## src/rtl/net_weight_loader.sv

```systemverilog
// Weight-load sequencer: walks the three Q-network weight layers out of a synchronous
// memory and streams {layer, addr, word} through a 2-entry FIFO with ready/valid backpressure.
//
// state   | meaning
// S_IDLE  | waiting for i_start, nothing in flight
// S_LOAD  | issuing reads for layers 01, 10, 11
// S_DRAIN | all reads issued, emptying FIFO and in-flight read
// S_DONE  | every word transferred, done flag held
module net_weight_loader #(
   parameter int DATA_WIDTH                    = 32,
   parameter int LAYER_WIDTH                   = 2,
   parameter int NUMBER_OF_INPUT_NODE          = 2,
   parameter int NUMBER_OF_HIDDEN_NODE_LAYER_1 = 24,
   parameter int NUMBER_OF_HIDDEN_NODE_LAYER_2 = 24,
   parameter int NUMBER_OF_OUTPUT_NODE         = 3,
   parameter int WEIGHT_COUNTER_WIDTH          = 11
) (
   input  logic                            clk,
   input  logic                            rst,
   input  logic                            i_start,
   input  logic                            i_abort,
   input  logic                            i_ready,
   output logic                            o_mem_rd_en,
   output logic [LAYER_WIDTH-1:0]          o_mem_rd_layer,
   output logic [WEIGHT_COUNTER_WIDTH-1:0] o_mem_rd_addr,
   input  logic [DATA_WIDTH-1:0]           i_mem_rd_data,
   output logic                            o_weight_valid,
   output logic [LAYER_WIDTH-1:0]          o_weight_layer,
   output logic [WEIGHT_COUNTER_WIDTH-1:0] o_weight_addr,
   output logic [DATA_WIDTH-1:0]           o_weight,
   output logic                            o_load_weight_done,
   output logic                            o_busy
);

   localparam int L1_WORDS = NUMBER_OF_HIDDEN_NODE_LAYER_1 * (NUMBER_OF_INPUT_NODE + 1);
   localparam int L2_WORDS = NUMBER_OF_HIDDEN_NODE_LAYER_2 * (NUMBER_OF_HIDDEN_NODE_LAYER_1 + 1);
   localparam int L3_WORDS = NUMBER_OF_OUTPUT_NODE * (NUMBER_OF_HIDDEN_NODE_LAYER_2 + 1);

   localparam logic [WEIGHT_COUNTER_WIDTH-1:0] L1_LAST = WEIGHT_COUNTER_WIDTH'(L1_WORDS - 1);
   localparam logic [WEIGHT_COUNTER_WIDTH-1:0] L2_LAST = WEIGHT_COUNTER_WIDTH'(L2_WORDS - 1);
   localparam logic [WEIGHT_COUNTER_WIDTH-1:0] L3_LAST = WEIGHT_COUNTER_WIDTH'(L3_WORDS - 1);

   localparam logic [LAYER_WIDTH-1:0] LAYER_H1  = LAYER_WIDTH'(1);
   localparam logic [LAYER_WIDTH-1:0] LAYER_H2  = LAYER_WIDTH'(2);
   localparam logic [LAYER_WIDTH-1:0] LAYER_OUT = LAYER_WIDTH'(3);

   typedef enum logic [1:0] {
      S_IDLE  = 2'd0,
      S_LOAD  = 2'd1,
      S_DRAIN = 2'd2,
      S_DONE  = 2'd3
   } state_t;

   state_t                          r_state;
   state_t                          w_state_nxt;

   logic [LAYER_WIDTH-1:0]          r_rd_layer;
   logic [WEIGHT_COUNTER_WIDTH-1:0] r_rd_addr;
   logic [WEIGHT_COUNTER_WIDTH-1:0] w_last_addr;

   logic                            r_inflight;
   logic [LAYER_WIDTH-1:0]          r_inflight_layer;
   logic [WEIGHT_COUNTER_WIDTH-1:0] r_inflight_addr;

   logic [DATA_WIDTH-1:0]           r_fifo_data  [2];
   logic [LAYER_WIDTH-1:0]          r_fifo_layer [2];
   logic [WEIGHT_COUNTER_WIDTH-1:0] r_fifo_addr  [2];
   logic                            r_wr_ptr;
   logic                            r_rd_ptr;
   logic [1:0]                      r_count;

   logic                            w_valid;
   logic                            w_pop;
   logic [2:0]                      w_level;
   logic                            w_issue;
   logic                            w_final_read;

   assign w_valid = (r_count != 2'd0);
   assign w_pop   = w_valid && i_ready;

   // Words held or on their way after this cycle; a new read only fits below two.
   assign w_level = {1'b0, r_count} + {2'b00, r_inflight} - {2'b00, w_pop};
   assign w_issue = (r_state == S_LOAD) && !i_abort && (w_level < 3'd2);

   always_comb begin
      w_last_addr = L3_LAST;
      case (r_rd_layer)
         LAYER_H1: w_last_addr = L1_LAST;
         LAYER_H2: w_last_addr = L2_LAST;
         default:  w_last_addr = L3_LAST;
      endcase
   end

   assign w_final_read = w_issue && (r_rd_layer == LAYER_OUT) && (r_rd_addr == w_last_addr);

   always_ff @(posedge clk or posedge rst) begin
      if (rst) r_state <= S_IDLE;
      else     r_state <= w_state_nxt;
   end

   always_comb begin
      w_state_nxt = r_state;
      if (i_abort) begin
         w_state_nxt = S_IDLE;
      end else begin
         case (r_state)
            S_IDLE:  if (i_start) w_state_nxt = S_LOAD;
            S_LOAD:  if (w_final_read) w_state_nxt = S_DRAIN;
            S_DRAIN: if (w_level == 3'd0) w_state_nxt = S_DONE;
            S_DONE:  if (i_start) w_state_nxt = S_LOAD;
            default: w_state_nxt = S_IDLE;
         endcase
      end
   end

   // Read cursor wraps back to layer 01 / address 0 after the final read, ready for a reload.
   always_ff @(posedge clk or posedge rst) begin
      if (rst) begin
         r_rd_layer <= LAYER_H1;
         r_rd_addr  <= '0;
      end else if (i_abort) begin
         r_rd_layer <= LAYER_H1;
         r_rd_addr  <= '0;
      end else if (w_issue) begin
         if (r_rd_addr == w_last_addr) begin
            r_rd_addr  <= '0;
            r_rd_layer <= (r_rd_layer == LAYER_OUT) ? LAYER_H1 : r_rd_layer + LAYER_WIDTH'(1);
         end else begin
            r_rd_addr <= r_rd_addr + WEIGHT_COUNTER_WIDTH'(1);
         end
      end
   end

   always_ff @(posedge clk or posedge rst) begin
      if (rst) begin
         r_inflight       <= 1'b0;
         r_inflight_layer <= '0;
         r_inflight_addr  <= '0;
         r_wr_ptr         <= 1'b0;
         r_rd_ptr         <= 1'b0;
         r_count          <= 2'd0;
      end else if (i_abort) begin
         r_inflight <= 1'b0;
         r_wr_ptr   <= 1'b0;
         r_rd_ptr   <= 1'b0;
         r_count    <= 2'd0;
      end else begin
         r_inflight       <= w_issue;
         r_inflight_layer <= r_rd_layer;
         r_inflight_addr  <= r_rd_addr;
         if (r_inflight) r_wr_ptr <= ~r_wr_ptr;
         if (w_pop)      r_rd_ptr <= ~r_rd_ptr;
         r_count <= r_count + {1'b0, r_inflight} - {1'b0, w_pop};
      end
   end

   // Storage needs no reset: entries are only visible through r_count.
   always_ff @(posedge clk) begin
      if (r_inflight) begin
         r_fifo_data[r_wr_ptr]  <= i_mem_rd_data;
         r_fifo_layer[r_wr_ptr] <= r_inflight_layer;
         r_fifo_addr[r_wr_ptr]  <= r_inflight_addr;
      end
   end

   assign o_mem_rd_en        = w_issue;
   assign o_mem_rd_layer     = w_issue ? r_rd_layer : '0;
   assign o_mem_rd_addr      = w_issue ? r_rd_addr : '0;
   assign o_weight_valid     = w_valid;
   assign o_weight           = w_valid ? r_fifo_data[r_rd_ptr] : '0;
   assign o_weight_layer     = w_valid ? r_fifo_layer[r_rd_ptr] : '0;
   assign o_weight_addr      = w_valid ? r_fifo_addr[r_rd_ptr] : '0;
   assign o_load_weight_done = (r_state == S_DONE);
   assign o_busy             = (r_state == S_LOAD) || (r_state == S_DRAIN);

endmodule

```

## config.mk

```make
export PLATFORM = sky130hd
export DESIGN_NAME = net_weight_loader
export DESIGN_NICKNAME = d
export VERILOG_FILES = /design/src/rtl/net_weight_loader.sv
export SDC_FILE = /design/constraint.sdc
export NUM_CORES = 1
export LEC_CHECK = 0
export CAP_MARGIN = 20
export CORE_ASPECT_RATIO = 1.25
export CORE_MARGIN = 8
export CORE_UTILIZATION = 35
export CTS_BUF_LIST = sky130_fd_sc_hd__clkbuf_2 sky130_fd_sc_hd__clkbuf_4 sky130_fd_sc_hd__clkbuf_8
export DETAILED_ROUTE_END_ITERATION = 6
export PLACE_DENSITY = 0.59
export SLEW_MARGIN = 40
export SYNTH_ARGS = -nofsm -noshare
export SYNTH_HDL_FRONTEND = slang
export SYNTH_SLANG_ARGS = --single-unit
```

## constraint.sdc

```tcl
create_clock -name clk -period 3 [get_ports clk]
set_input_delay 0.3 -clock clk [delete_from_list [all_inputs] [get_ports clk]]
set_output_delay 0.3 -clock clk [all_outputs]
set_load 0.05 [all_outputs]
```

==> impl_metrics.ini, run 1 <==
[global_routing]
grt-ovfl-total = 0
use_met2_pct = 19.7
grt_pass1_wl_um = 17900
antenna_found_initial = 0
grt_busiest_layer = met2
first_global_vias = 3437
grt_max_degree = 46
grt_use_met1_pct = 13.3
use_met3_pct = 4.56
track_usage_pct = 11.7

[critical_path]
worstSetupStartpoint = r_count[0]
path_class = reg -> out
slowest_delay_ns = 0.54
crit_path_end_kind = primary output
crit_path_cell_trace = nor2_4 -> inv_4 -> and2_4 -> ha_4 -> inv_2 -> ha_4 -> inv_2 -> fa_2 -> nand3_2 -> inv_2 -> buf_6 -> buf_6 -> and2_4 -> buf_12
cp_top_family = adder cells
required_ns = 2.70
crit_path_frequent_cell = inv_2
crit_arrival_ns = 2.78
start_kind = register
regToRegStartpoint = r_count[0]
cp_max_fo = 5
cpMaxStageDelayCell = fa_2
worst-path-buf-inv = 7

[clock_tree]
cts.path.max_buffers = 2
holdBufCountCts = 0
clk_pin_slew_worst_paths_ns = 0.08
clock_latency_ns = 0.41
cts_buffers = 17
cts_tree = yes
cts_max_level = 4
numClockSinks = 123
clock-root-buffer = clkbuf_8

[power_and_ir_drop]
power.share.clock_pct = 24.8
p_switching_mw = 2.13
p_leak_nw = 2.60
ir_drop_uv = 495
powerDensity_nw_per_um2 = 815
netSwitchingFraction_pct = 36.7
p_seq_share_pct = 37.9
power_report.internal_total_mw = 3.67
combinationalPowerShare_pct = 37.3

[routing]
wl_per_cell_um = 16.1
drt_iter0_drc = 160
vias = 3206
routed_wirelength_um = 10900
final_antenna_net_count = 0
drc_errors = 0
routed_via_density = 4.75
drt-pass1-iter-count = 4

[floorplanning]
ios = 99
rows = 49
start_util_pct = 35.8
core-area_sq_um = 14400
design.die.area_sq_um = 18900
die_y_um = 152
chipWidth_um = 125

[logic_synthesis]
async_flop_share_pct = 26.8
netlist_instances = 358
synth_top_area_share_pct = 52.3
synth_area_leader_cell = edfxtp_1
synth_most_common_cell = edfxtp_1
netlist_area_sq_um = 5160
yosysSeqAreaShare_pct = 68.3
synth.distinct_cells = 47
synth-edff-count = 90
syn_nets = 405
syn-mean-instance-area_sq_um = 14.4
yosys_warnings = 0
synth_ff_type = edfxtp_1
ys_ff_latch = 123
yosys-top-cells-area = edfxtp_1 52%, dfrtp_1 16%, mux2i_1 8.7%
synthTopCellsByCount = 90 x edfxtp_1, 55 x nor2_1, 45 x mux2i_1, 32 x dfrtp_1, 13 x and2_1

[sta]
worst_slack_ns = -0.0768
fin_skew_ns = 0.0130
drv_slew = 0
setup_viol = 12
tightest_slew_ns = 0.606
setup_tns_ns = -0.727
fmax_mhz = 325
slew_headroom_pct = 59.5
hold_viol = 0
fin_crit_ns = 3.08
fin_crit_sh_pct = 103
rsz0062_at_grt = true

[place]
dp_hpwl_um = 7560
gp_congestion = 0.803
place_ws_ns = 0.0286
dp_cells = 631
io_buffers = 98
postPlaceCellArea_sq_um = 6580

[job]
drv_cap = 0

[layout]
final_cell_count_no_fill = 675
design_area_sq_um = 7120
area_growth_syn_to_layout_pct = 37.9
drive_gt1_share_pct = 24.5
fin_util_pct = 49.4
diodes = 0
nets = 531

[worst_hold_path]
hold_path.class = in -> async

[status]
failed_checks = setup timing
status = complete, but fails checks
==> through the flow <==
stage | power (mW) | hold slack, ns
2_1_floorplan | 3.64 | 0.399
3_3_place_gp | 4.30 | 0.446
3_5_place_dp | 4.33 | 0.454
4_1_cts | 5.89 | 0.226
5_1_grt | 6.11 | 0.266
6_report | 5.81 | 0.236
==> final cells by class <==
cell class                      instances  area (sq um)
Fill cell                            1270          7280
Sequential cell                       123          3530
Multi-Input combinational cell        206          1590
Timing Repair Buffer                  123          1330
Clock buffer                           17           234
Tap cell                              178           223
Clock inverter                         15           161
Inverter                               13          51.3
==> cell families (layout without fill, tap and decap cells) <==
| logic type | Yosys count | count (layout) | synth area share, % |
|---|---|---|---|
| muxes | 58 | 58 | 11.6 |
| xor gates and xnor gates | 10 | 10 | 1.84 |
| and+or+nand+nor | 111 | 111 | 10.5 |
| buffers and inverters | 29 | 168 | 2.57 |
| adders and majority gates | 10 | 10 | 2.57 |
| AOI/OAI and AO/OA | 17 | 17 | 2.59 |
| DFF | 123 | 123 | 68.3 |
==> flip-flops by register name, indices dropped and copies added (netlist names) <==
name and flops:
r_rd_ptr 1, r_rd_layer 2, r_inflight_layer 2, r_state 2, r_count 2, r_inflight_addr 11, r_rd_addr 11, r_fifo_addr 22
r_fifo_data 64, r_wr_ptr 1, r_fifo_layer 4, r_inflight 1
==> layout by cell type, fill, tap and decap left out, types with 2 or more instances in the layout <==
master	instances
nor3_1	2
ha_1	7
mux2i_1	45
and2_4	10
xor2_1	4
o21ai_0	3
a22o_1	2
xnor2_1	5
a21oi_1	3
inv_4	4
nand4bb_1	2
nor2_1	52
buf_4	21
nand2_1	10
clkbuf_8	17
nor2_4	3
nand3_1	6
mux2_1	2
inv_2	4
clkinv_4	3
dfrtp_1	30
clkdlybuf4s50_1	84
mux2_2	11
edfxtp_1	90
nor2b_1	2
bufinv_16	2
inv_6	5
ha_4	2
buf_12	15
or2_1	2
nand4_1	4
and2_2	3
inv_1	8
nor2_2	6
buf_6	3
dfrtp_2	2
==> power groups by stage <==
stage	Sequential, mW	Combinational, mW	Clock, mW
floorplan	2.21	1.43	0
global placement	2.23	2.07	0
detailed placement	2.24	2.08	0
CTS	2.21	2.19	1.49
global route	2.23	2.32	1.56
finish	2.20	2.17	1.44
==> layer usage <==
| metal | wire length, um | up-vias |
|---|---|---|
| met3 | 677 | 10 |
| met1 | 4700 | 1572 |
| met4 | 117 | 0 |
| li1 | - | 1539 |
| met2 | 5410 | 85 |
| met5 | 0 | - |
==> worst paths after layout <==
| path | slack (ns) | end | cells past startpoint |
|---|---|---|---|
| max | -0.08 | o_mem_rd_addr[7] | 14 |
| min | 0.24 | r_rd_layer[1] | 2 |
| max reg2reg | 0.29 | r_state[1] | 13 |
| min reg2reg | 0.47 | r_fifo_addr[1][3] | 0 |
| max in group asynchronous | 2.22 | r_rd_ptr | 3 |
| min in group clk | 0.47 | r_fifo_addr[1][3] | 0 |
==> what timing repair did <==
action                                  4_1_cts  5_1_grt
gates resized for setup                      13        1
endpoints found under the setup margin       14       15
pin swaps                                     5        5
setup buffers                                10        3
Power figures use the tool's default switching activity.
==> run 2, diff against run 1 <==
CORE_ASPECT_RATIO = 0.75   (was 1.25)
CORE_UTILIZATION = 48   (was 35)
PLACE_DENSITY = 0.77   (was 0.59)
==> run 2 against run 1 <==
Effect of this change: the run still ends with setup timing left; cell area decreased by 1.1%; wire length increased by 2.7%; via count is 1.6% higher; non-clock buffer count is 2 lower; critical path type unchanged; largest cell class unchanged.
==> impl_metrics.ini, run 2 (synthesis results as in run 1) <==
[floorplanning]
design.die.area_sq_um = 14400
chipWidth_um = 136
die_y_um = 106
core-area_sq_um = 10400
start_util_pct = 49.8
rows = 32
ios = 99

[clock_tree]
cts.path.max_buffers = 2
cts_max_level = 4
clock-root-buffer = clkbuf_8
clock_latency_ns = 0.43
cts_tree = yes
numClockSinks = 123
cts_buffers = 17
clk_pin_slew_worst_paths_ns = 0.07

[critical_path]
cp_max_fo = 6
cp_top_family = adder cells
slowest_delay_ns = 0.42
cpMaxStageDelayCell = dfrtp_1
path_class = reg -> out
crit_arrival_ns = 2.80
worst-path-buf-inv = 6
required_ns = 2.70
start_kind = register
ff2ff_setup_slack_ns = 0.10
crit_path_end_kind = primary output
crit_path_cell_trace = nor2_4 -> inv_4 -> and2_4 -> ha_4 -> inv_2 -> ha_4 -> inv_2 -> fa_2 -> xnor2_2 -> nand3_4 -> inv_6 -> buf_6 -> and2_4 -> buf_12

[layout]
final_common_cell = edfxtp_1
design_area_sq_um = 7040
largest_register_ffs = 64
final_cell_count_no_fill = 631
nets = 529
drive_gt1_share_pct = 24.2
area_growth_syn_to_layout_pct = 36.4
top_register = r_fifo_data
reg.largest.list = r_fifo_data x64, r_fifo_addr x22
diodes = 0
layout_common_cells = 90 x edfxtp_1, 84 x clkdlybuf4s50_1, 52 x nor2_1, 45 x mux2i_1, 30 x dfrtp_1

[routing]
drt-pass1-iter-count = 6
drc_errors = 0
routed_wirelength_um = 11200
drt_iter0_drc = 220
vias = 3257
final_antenna_net_count = 0
wl_per_cell_um = 17.7
routed_via_density = 5.16

[power_and_ir_drop]
p_leak_nw = 2.56
ir_drop_uv = 553
total_power_mw = 5.71
powerDensity_nw_per_um2 = 810

[sta]
worst_slack_ns = -0.100
slew_headroom_pct = 58.4
rsz0062_at_grt = true
hold_viol = 0
fmax_mhz = 323
tightest_slew_ns = 0.623
fin_skew_ns = 0.00723
fin_crit_sh_pct = 103
drv_slew = 0
setup_tns_ns = -0.885
setup_viol = 13
fin_crit_ns = 3.10

[global_routing]
first_global_vias = 3178
track_usage_pct = 15.8
grt_pass1_wl_um = 17300
grt-ovfl-total = 0
antenna_found_initial = 0
grt_max_degree = 46

[worst_hold_path]
hold_path.class = in -> async

[place]
dp_hpwl_um = 7470
dp_cells = 589
postPlaceCellArea_sq_um = 6540
place_ws_ns = 0.0192
gp_congestion = 0.837
io_buffers = 98

[status]
status = complete, but fails checks
failed_checks = setup timing

[job]
drv_cap = 0
==> run 2: per-stage QoR <==
| stage | hold slack, ns | util [%] |
|---|---|---|
| floorplan | 0.399 | - |
| global placement | 0.447 | 63.0 |
| detailed placement | 0.457 | 63.0 |
| finish | 0.242 | 67.9 |
| CTS | 0.242 | 67.6 |
| global route | 0.257 | 67.9 |
==> run 2: final timing paths <==
check / start / endpoint / depth (start not counted)
max reg2reg: r_count[0] / r_state[1] / 15
min: rst / r_inflight_layer[1] / 2
min in group clk: i_mem_rd_data[15] / r_fifo_data[0][15] / 1
max in group asynchronous: rst / r_rd_layer[0] / 3
min reg2reg: r_inflight_addr[9] / r_fifo_addr[0][9] / 0
max: r_count[0] / o_mem_rd_addr[5] / 14
==> run 2: per-layer routing <==
| metal | track usage [%] | vias to the layer above | part of all wire, % |
|---|---|---|---|
| li1 | - | 1534 | - |
| met1 | 21.0 | 1605 | 45 |
| met2 | 23.4 | 107 | 47 |
| met3 | 6.12 | 11 | 7.4 |
| met4 | 4.51 | 0 | 0.81 |
| met5 | 0 | - | 0 |
==> run 2: where the power goes <==
part | total, mW | internal [mW] | switching (mW)
sequential | 2.24 | 2.09 | 0.147
clock | 1.32 | 0.662 | 0.656
combinational | 2.15 | 0.819 | 1.33
==> run 2: final cells by class <==
| cell class | instances | area, sq um |
|---|---|---|
| timing repair buffer | 121 | 1320 |
| clock inverter | 14 | 123 |
| sequential | 123 | 3530 |
| inverter | 13 | 56.3 |
| tap | 136 | 170 |
| multi-input combinational | 206 | 1600 |
| fill | 694 | 3330 |
| clock buffer | 18 | 241 |
==> run 2: what timing repair did <==
| action | CTS | global route |
|---|---|---|
| pin swaps | 5 | 4 |
| hold buffers | 0 | 0 |
| setup endpoints to repair | 14 | 15 |
| buffers inserted | 7 | 2 |
| resized for setup | 12 | 3 |
| cloned | 1 | 0 |
==> run 3, diff against run 2 <==
CTS_BUF_LIST = sky130_fd_sc_hd__clkbuf_8   (was sky130_fd_sc_hd__clkbuf_2 sky130_fd_sc_hd__clkbuf_4 sky130_fd_sc_hd__clkbuf_8)
==> run 3 against run 2 <==
Effect of this change: the flow still finishes with violations (setup timing); hold slack gained 0.0028 ns; power shrank 0.23%; count of clock-buffer cells in the layout shrank 1; via count shrank 0.68%; clock skew grew 0.0011 ns; register-to-register slack is essentially flat; final cell count is the same; critical path depth is the same; largest cell class unchanged.
==> impl_metrics.ini, run 3 (synthesis results as in run 1) <==
[status]
status = complete, but fails checks
failed_checks = setup timing

[sta]
slew_headroom_pct = 59.0
rsz0062_at_grt = true
fin_crit_sh_pct = 103
fin_crit_ns = 3.10
drv_slew = 0
setup_viol = 13
tightest_slew_ns = 0.615
fmax_mhz = 322
fin_skew_ns = 0.00836
worst_slack_ns = -0.101
hold_viol = 0

[clock_tree]
clk_pin_slew_worst_paths_ns = 0.07
cts_max_level = 4
cts.path.max_buffers = 2
numClockSinks = 123
clock-root-buffer = clkbuf_8
holdBufCountCts = 0
cts_buffers = 17
cts_tree = yes
clock_latency_ns = 0.43

[global_routing]
antenna_found_initial = 0
grt_max_degree = 46
track_usage_pct = 15.8
first_global_vias = 3187
grt-ovfl-total = 0
grt_pass1_wl_um = 17400

[floorplanning]
ios = 99
chipWidth_um = 136
start_util_pct = 49.8
design.die.area_sq_um = 14400
die_y_um = 106
core-area_sq_um = 10400
rows = 32

[layout]
diodes = 0
nets = 529
largest_register_ffs = 64
multi_input_area_sq_um = 1600
top_register = r_fifo_data
final_common_cell = edfxtp_1
seqCellArea_sq_um = 3530
design_area_sq_um = 7040
layout_common_cells = 90 x edfxtp_1, 84 x clkdlybuf4s50_1, 52 x nor2_1, 45 x mux2i_1, 30 x dfrtp_1
drive_gt1_share_pct = 24.0
area_growth_syn_to_layout_pct = 36.3
fill_cells = 695
reg.largest.list = r_fifo_data x64, r_fifo_addr x22

[routing]
vias = 3235
final_antenna_net_count = 0
routed_wirelength_um = 11200
routed_via_density = 5.13
wl_per_cell_um = 17.7
drt-pass1-iter-count = 4
drt_iter0_drc = 224
drc_errors = 0

[critical_path]
cpMaxStageDelayCell = dfrtp_1
slowest_delay_ns = 0.42
reg2regPathDepth = 15
path_class = reg -> out
regToRegStartpoint = r_count[0]
crit_path_end_kind = primary output
crit_path_cell_trace = nor2_4 -> inv_4 -> and2_4 -> ha_4 -> inv_2 -> ha_4 -> inv_2 -> fa_2 -> xnor2_2 -> nand3_4 -> inv_6 -> buf_6 -> and2_4 -> buf_12
ff2ff_setup_slack_ns = 0.10
crit_arrival_ns = 2.80
required_ns = 2.70
cp_max_fo = 6
start_kind = register
timing.rr.end = r_state[1]

[power_and_ir_drop]
powerDensity_nw_per_um2 = 809
p_leak_nw = 2.56
total_power_mw = 5.69
ir_drop_uv = 552

[place]
postPlaceCellArea_sq_um = 6540
io_buffers = 98
gp_congestion = 0.837
dp_hpwl_um = 7470

[worst_hold_path]
hold_path.class = in -> async

[job]
drv_cap = 0
## run 3: report_power, final
group | total, mW | internal [mW] | switching (mW)
Sequential | 2.24 | 2.09 | 0.146
Combinational | 2.15 | 0.819 | 1.33
Clock | 1.31 | 0.649 | 0.659
Total | 5.69 | 3.56 | 2.13
## run 3: how the worst max path moves through the flow
stage | from | slack (ns) | endpoint
after floorplan | r_count[1] | 0.02 | o_mem_rd_addr[1]
after global placement | i_ready | 0.1 | o_mem_rd_addr[3]
after detailed placement | i_ready | 0.02 | o_mem_rd_addr[5]
after CTS | r_count[1] | -0.16 | o_mem_rd_addr[5]
after global routing | r_count[0] | -0.19 | o_mem_rd_addr[5]
final | r_count[0] | -0.10 | o_mem_rd_addr[5]
## run 3: critical path, delay by kind of cell (launching register included)
family | cells | cell delay (ns)
simple gates | 4 | 0.59
buf+inv | 6 | 0.48
flops | 1 | 0.42
fa+ha+maj | 3 | 0.67
xor+xnor | 1 | 0.22
## run 3: repair_timing
action                                  in CTS  in global routing
pin swaps                                    5                  4
resized for setup                           12                  3
endpoints found under the setup margin      14                 15
cloned                                       1                  0
buffers inserted                             7                  2
## run 3: routing by layer
metal | vias up | wire (um) | track usage [%] | part of all wire (%)
li1 | 1533 | - | - | -
met1 | 1575 | 4830 | 21.0 | 43
met2 | 116 | 5290 | 23.5 | 47
met3 | 11 | 977 | 6.12 | 8.7
met4 | 0 | 91 | 4.51 | 0.81
met5 | - | 0 | 0 | 0
## run 3: final cells by class
type | instances | area share (%)
well taps | 136 | 2.42
multi-input cells | 206 | 22.8
clock buffers | 17 | 3.32
inverters | 13 | 0.800
clock inverters | 15 | 1.80
flip-flops and latches | 123 | 50.2
repair buffers | 121 | 18.7
## run 3: through the flow
step / hold slack, ns / utilization (%) / setup WS [ns] / setup TNS [ns] / std cells
2_1_floorplan: 0.399 / - / 0.0166 / 0 / 358
3_3_place_gp: 0.447 / 63.0 / 0.0990 / 0 / 589
3_5_place_dp: 0.457 / 63.0 / 0.0192 / 0 / 589
4_1_cts: 0.242 / 67.6 / -0.156 / -1.62 / 629
5_1_grt: 0.257 / 67.9 / -0.186 / -2.18 / 631
6_report: 0.245 / 67.9 / -0.101 / -0.890 / 631
